[src/rtl/bsg_nonce_collector.sv]
// Nonce collector: counts pass/fail verdicts from the target-check stage.
// Captures the first hit, or reports exhaustion at a programmable limit, and hands the result to the host.
module bsg_nonce_collector #(
    parameter int nonce_width_p = 32,
    parameter int count_width_p = 32
) (
    input  logic                     clk_i,
    input  logic                     reset_i,
    input  logic                     start_i,
    input  logic [count_width_p-1:0] limit_i,
    input  logic                     v_i,
    input  logic                     data_i,
    input  logic [nonce_width_p-1:0] nonce_i,
    output logic                     ready_o,
    output logic                     v_o,
    output logic                     found_o,
    output logic [nonce_width_p-1:0] nonce_o,
    output logic [count_width_p-1:0] attempts_o,
    output logic                     busy_o,
    input  logic                     yumi_i
);

    typedef enum logic [1:0] {
        ST_IDLE = 2'd0,
        ST_RUN  = 2'd1,
        ST_DONE = 2'd2
    } state_e;

    state_e                     state_q,    state_d;
    logic [count_width_p-1:0]   attempts_q, attempts_d;
    logic [count_width_p-1:0]   limit_q,    limit_d;
    logic [nonce_width_p-1:0]   nonce_q,    nonce_d;
    logic                       found_q,    found_d;

    logic                       accept;
    logic [count_width_p-1:0]   attempts_inc;
    logic                       limit_reached;

    // Handshake outputs depend on state alone, so v_i/data_i never reach them combinationally.
    assign ready_o    = (state_q == ST_RUN);
    assign busy_o     = (state_q == ST_RUN);
    assign v_o        = (state_q == ST_DONE);
    assign found_o    = found_q;
    assign nonce_o    = nonce_q;
    assign attempts_o = attempts_q;

    assign accept        = v_i && (state_q == ST_RUN);
    // Saturate rather than wrap so an unlimited search cannot alias a small count.
    assign attempts_inc  = (attempts_q == {count_width_p{1'b1}}) ? attempts_q
                                                                  : attempts_q + 1'b1;
    assign limit_reached = (limit_q != '0) && (attempts_inc == limit_q);

    // NOTE: every variable gets a default at the top of always_comb so no path leaves it unassigned (no latch).
    always_comb begin
        state_d    = state_q;
        attempts_d = attempts_q;
        limit_d    = limit_q;
        nonce_d    = nonce_q;
        found_d    = found_q;

        unique case (state_q)
            ST_IDLE: begin
                if (start_i) begin
                    state_d    = ST_RUN;
                    attempts_d = '0;
                    limit_d    = limit_i;
                    found_d    = 1'b0;
                end
            end

            ST_RUN: begin
                if (accept) begin
                    attempts_d = attempts_inc;
                    // A hit on the last permitted attempt still counts as a hit.
                    if (data_i) begin
                        nonce_d = nonce_i;
                        found_d = 1'b1;
                        state_d = ST_DONE;
                    end else if (limit_reached) begin
                        found_d = 1'b0;
                        state_d = ST_DONE;
                    end
                end
            end

            ST_DONE: begin
                if (yumi_i) begin
                    state_d = ST_IDLE;
                end
            end

            default: begin
                state_d = ST_IDLE;
            end
        endcase
    end

    // NOTE: sequential state uses non-blocking assignments so all registers update together on the edge.
    always_ff @(posedge clk_i or negedge reset_i) begin
        if (!reset_i) begin
            state_q    <= ST_IDLE;
            attempts_q <= '0;
            limit_q    <= '0;
            nonce_q    <= '0;
            found_q    <= 1'b0;
        end else begin
            state_q    <= state_d;
            attempts_q <= attempts_d;
            limit_q    <= limit_d;
            nonce_q    <= nonce_d;
            found_q    <= found_d;
        end
    end

endmodule
[config.mk]
export PLATFORM = sky130hd
export DESIGN_NAME = bsg_nonce_collector
export DESIGN_NICKNAME = d
export VERILOG_FILES = /design/src/rtl/bsg_nonce_collector.sv
export SDC_FILE = /design/constraint.sdc
export NUM_CORES = 1
export LEC_CHECK = 0
export CORE_UTILIZATION = 51
export DETAILED_ROUTE_END_ITERATION = 7
export PLACE_DENSITY_LB_ADDON = 0.12
export SYNTH_ARGS = -nofsm -noshare
export SYNTH_HDL_FRONTEND = slang
export SYNTH_SLANG_ARGS = --single-unit
[constraint.sdc]
create_clock -name clk_i -period 3.5 [get_ports clk_i]
set_clock_uncertainty 0.1 [all_clocks]
set_input_delay 1.05 -clock clk_i [delete_from_list [all_inputs] [get_ports clk_i]]
set_output_delay 1.05 -clock clk_i [all_outputs]
set_load 0.05 [all_outputs]
Word-level counts from Yosys, hierarchy flattened
Cells that the tools add are included.
- register bits: 99
- input bits: 70
- logic and storage cells: 39
- add/sub/neg operators: 1
- equality and inequality tests: 8
- muxes and demuxes: 15
- reductions and logical operators: 10
- operator list (kind ; count):
    32-bit 2-to-1 mux ; 3
    32-bit case mux with 2 select lines ; 1
    32-bit by 1-bit adder with 32-bit output (second input constant) ; 1
    32-bit == test ; 1
    32-bit == test (second input constant) ; 1
    32-bit nonzero test ; 1
    2-bit 2-to-1 mux ; 5
    4-bit AND reduction ; 2
    2-bit case mux with 3 select lines ; 1
    3-bit AND reduction ; 2
    1-bit 2-to-1 mux ; 4
    2-bit by 1-bit != test with 1-bit output (second input constant) ; 2
    3-bit by 2-bit != test with 1-bit output (second input constant) ; 1
    2-bit by 1-bit == test with 1-bit output (second input constant) ; 1
    2-bit == test (second input constant) ; 1
    1-bit logical AND ; 2
    2-bit zero test ; 1
    2-bit != test (second input constant) ; 1
    1-bit case mux with 2 select lines ; 1
    2-bit AND reduction ; 1
    2-bit nonzero test ; 1

Longest topological paths before layout
- word-level depth: 8
- depth in mapped cells: 11

Least setup slack after synthesis
Ideal clock, no wire load.
- path kind: register -> register
- start: register attempts_q[19] (netlist: attempts_o[19])
- end: register state_q[1]
- setup time: 67 ps
- data arrival time: 3267 ps
- data required time: 3333 ps
- setup slack: 65 ps
- cell stages (with the launch flop): 10
- path buffers: 1
- period minus slack after synthesis: 3435 ps
- path through: dfrtp_1 > clkbuf_8 > nand4_4 > nor4_1 > nor4_4 > xnor2_1 > or4_1 > a211o_1 > o41ai_2 > a22o_1
- cells in the longest elaborated chain, start to end: 6
- elaborated cells between the ends (all ways): 7
- those cells by class: 1 x add/sub; 3 x eq/ne; 1 x mux; 2 x reduce/logical
- ends and longest elaborated chain (what ; RTL line ; text):
    start, declared ; 30 ; logic [count_width_p-1:0] attempts_q, attempts_d;
    start signal, assigned ; 108 ; attempts_q <= attempts_d;
    32-bit by 1-bit adder with 32-bit output / 32-bit == test (equally long branches) ; 50, 49 ;
    32-bit 2-to-1 mux (*) ; 49 ; assign attempts_inc = (attempts_q == {count_width_p{1'b1}}) ? attempts_q
    32-bit == test (*) ; 51 ; assign limit_reached = (limit_q != '0) && (attempts_inc == limit_q);
    1-bit logical AND (*) ; 51 ;
    3-bit by 2-bit != test with 1-bit output (no line) (*) ; n/a ;
    4-bit AND reduction (no line) (*) ; n/a ;
    end signal, assigned ; 107 ; state_q <= state_d;
    end, declared ; 29 ; state_e state_q, state_d;
Every way passes the cells marked *; elsewhere a longest branch is shown, timed or not.
A chain may end at the register's enable or synchronous reset.

Final worst setup path
- start: register attempts_q[0] (netlist: attempts_o[0])
- end: register state_q[0]
The elaborated chain is that of the path after synthesis.

==> impl_metrics.tcl <==
set metrics [dict create \
    clk_latency_ns 0.36 \
    cts.sinks 99 \
    ys_async_sr_fraction_pct 100.0 \
    grt_overflow 0 \
    finalCritPeriodShare_pct 94.49 \
    power.density_mw_per_mm2 742.6 \
    diodes 0 \
    cts_buffers 9 \
    holdCritPathClass "reg2reg" \
    cap_violations 0 \
    synth_common_cells "nand2_1, dfrtp_1, o21ai_0" \
    die_y_um 110.2 \
    status "finished clean" \
    design_area_sq_mm 0.007908 \
    synthCells 659 \
    report.final.setup_viol 0 \
    cts_root_buf "clkbuf_16" \
    path_class "reg2reg" \
    reg2reg_slack_ns 0.19 \
    yosys.area.top_type "dfrtp_1" \
    stdcell_count 953 \
    rr_worst_depth 9 \
    r2r_end "state_q[0]" \
    tritoncts "built" \
    cp.depth 9 \
    postRouteAntennaNets 0 \
    path_buf_inv 0 \
    power_leakage_nw 3.278 \
    grt_max_degree 57 \
    rsz0062_at_grt "no" \
    wl_um 19680 \
    yosysWarnings 0 \
    critical-path-max-stage-delay_ns 0.54 \
    vias_per_cell 6.106 \
    grt_pass1_wl_um 29970 \
    synth_top_area_share_pct 41.53 \
    ys_seq_area_share_pct 41.53 \
    finalMaxSlewViolations 0 \
    slowest_stage "or4_1" \
    ir_drop_v 0.0006917 \
    drc 0 \
    yosys.cell_types.count 75 \
    die_w_um 110.2 \
    io_pins 138 \
    drt_iter0_drc 545 \
    ctsHoldBuffers 0 \
    grt_pass1_vias 5614 \
    met1_length_um 7990 \
    syn_area_per_cell_sq_um 9.053 \
    portBuffers 137 \
    cts.path.max_buffers 2 \
    rows 39 \
    gr-usage-all-layers_pct 33.60 \
    area_growth_pct 32.55 \
    route.met3.wl_um 1363 \
    path_clk_slew_ns 0.07 \
    cp-start-kind "register" \
    r2r_start "attempts_o[0]" \
    end_kind "register" \
    dp_hpwl_um 15060 \
    initial_core_util_pct 52.25 \
    critPathCapture "state_q[0]" \
    antenna_found_initial 0 \
    synth-seq-cells 99 \
    crit_chain "ha_1 > and3_1 > nand3_4 > nor4_4 > xnor2_1 > or4_1 > a211o_1 > o41ai_2 > o21ai_1" \
    cts_htree_levels 3 \
    netlist_area_sq_mm 0.005966 \
    startpoint "attempts_o[0]" \
    vias 5819 \
    tns_ns 0 \
    fmax_ghz 0.3024 \
    syn-num-nets 730 \
    synth.area.top_cells "dfrtp_1, nand2_1, mux2_2, xnor2_1, o21ai_0" \
    routed.top_layer "met4" \
    dpl-instance-area_sq_mm 0.007599 \
    dpl.cell_count 937 \
    critPathArrivalTime_ns 3.44 \
    synth_edf_count 0 \
    yosys.cell_count.top_type "nand2_1" \
    hold_viol 0 \
    period_needed_ns 3.307 \
    synth_top_flop_cell "dfrtp_1" \
    critPathRequiredTime_ns 3.63 \
    postCtsSetupBuffers 0 \
    die-area_sq_mm 0.01213 \
    drive_gt1_share_pct 14.81 \
    wl_met2_um 9813 \
    drt_first_pass_iters 6 \
    wl_per_cell_um 20.65 \
    worst_pin_slew_ns 0.6116 \
    nNetsFinal 876 \
    slew_headroom_pct 59.14 \
    coreArea_sq_mm 0.01142 \
    crit_fanout 14 \
    path_delay_family "simple AND/OR/NAND/NOR gates" \
    num-fill-cells 933 \
    gp_congestion 0.9683 \
]
==> through the flow <==
stage / power [mW] / setup slack [ns] / util [%] / hold slack [ns]
after floorplan: 3.762 / 0.06516 / - / 0.3876
after detailed placement: 4.868 / 0.1086 / 66.55 / 0.3947
after global placement: 4.790 / 0.1115 / 66.55 / 0.3871
after CTS: 5.884 / 0.06191 / 69.15 / 0.4127
final: 5.872 / 0.1928 / 69.25 / 0.4103
after global routing: 6.158 / 0.004454 / 69.25 / 0.4266
==> per-layer routing <==
| metal | up-vias | global-route usage, % |
|---|---|---|
| met5 | - | 0 |
| met4 | 0 | 11.00 |
| met1 | 2821 | 42.12 |
| li1 | 2662 | - |
| met3 | 40 | 6.937 |
| met2 | 296 | 57.86 |
==> worst min path at each step <==
stage | to | slack [ns] | cells after the start | start
floorplan | limit_q[0] | 0.39 | 2 | limit_q[0]
global route | nonce_o[20] | 0.43 | 1 | nonce_o[20]
finish | nonce_o[21] | 0.41 | 1 | nonce_o[21]
detailed placement | nonce_o[10] | 0.39 | 1 | nonce_o[10]
CTS | nonce_o[10] | 0.41 | 1 | nonce_o[10]
global placement | nonce_o[24] | 0.39 | 1 | nonce_o[24]
==> cell families after synthesis <==
kind of cell | after synthesis | share of synthesized area, %
mux | 40 | 7.404
compound gates | 117 | 13.28
flops | 99 | 41.53
xor+xnor | 41 | 6.019
fa+ha+maj | 1 | 0.2097
buf+inv | 53 | 4.698
simple gates | 308 | 26.87
==> registers in the layout (all words and copies together) (netlist names) <==
signal,flops
attempts_o,32
limit_q,32
nonce_o,32
state_q,2
found_o,1
==> layout make-up <==
class	count	area (sq um)	share of cell area [%]
Inverter	8	30.03	0.3797
Clock buffer	9	225.2	2.848
Sequential cell	99	2477	31.33
Clock inverter	7	72.57	0.9177
Timing Repair Buffer	180	1704	21.55
Multi-Input combinational cell	507	3219	40.71
Tap cell	143	178.9	2.263
==> cell usage in the layout (no fill, tap or decap), types with 4 or more instances in the layout <==
master / n
xnor2_1: 26
a21oi_1: 13
nor4_1: 18
nand3_1: 20
inv_1: 8
nor2b_1: 4
buf_4: 43
nor3_1: 14
mux2_2: 33
clkdlybuf4s50_1: 136
o21ai_0: 43
dfrtp_1: 99
a31oi_1: 11
nor2_1: 28
and4_1: 5
nand4_1: 15
nand2b_1: 4
and3_1: 6
a2111oi_2: 4
nand4_2: 4
xor2_1: 15
a211oi_1: 7
mux2i_1: 7
o31ai_1: 6
and2_1: 4
clkbuf_16: 9
or4_1: 5
nand2_1: 152
==> power by group <==
part,internal [mW],switching (mW)
logic,1.12,1.82
registers,1.53,0.404
clock network,0.506,0.488
total,3.16,2.72
==> timing repair <==
item                                   4_1_cts  5_1_grt
gates resized for setup                      0        2
setup endpoints to repair                    0        2
endpoints found under the hold margin        0        0
(Power assumes the default switching activity.)
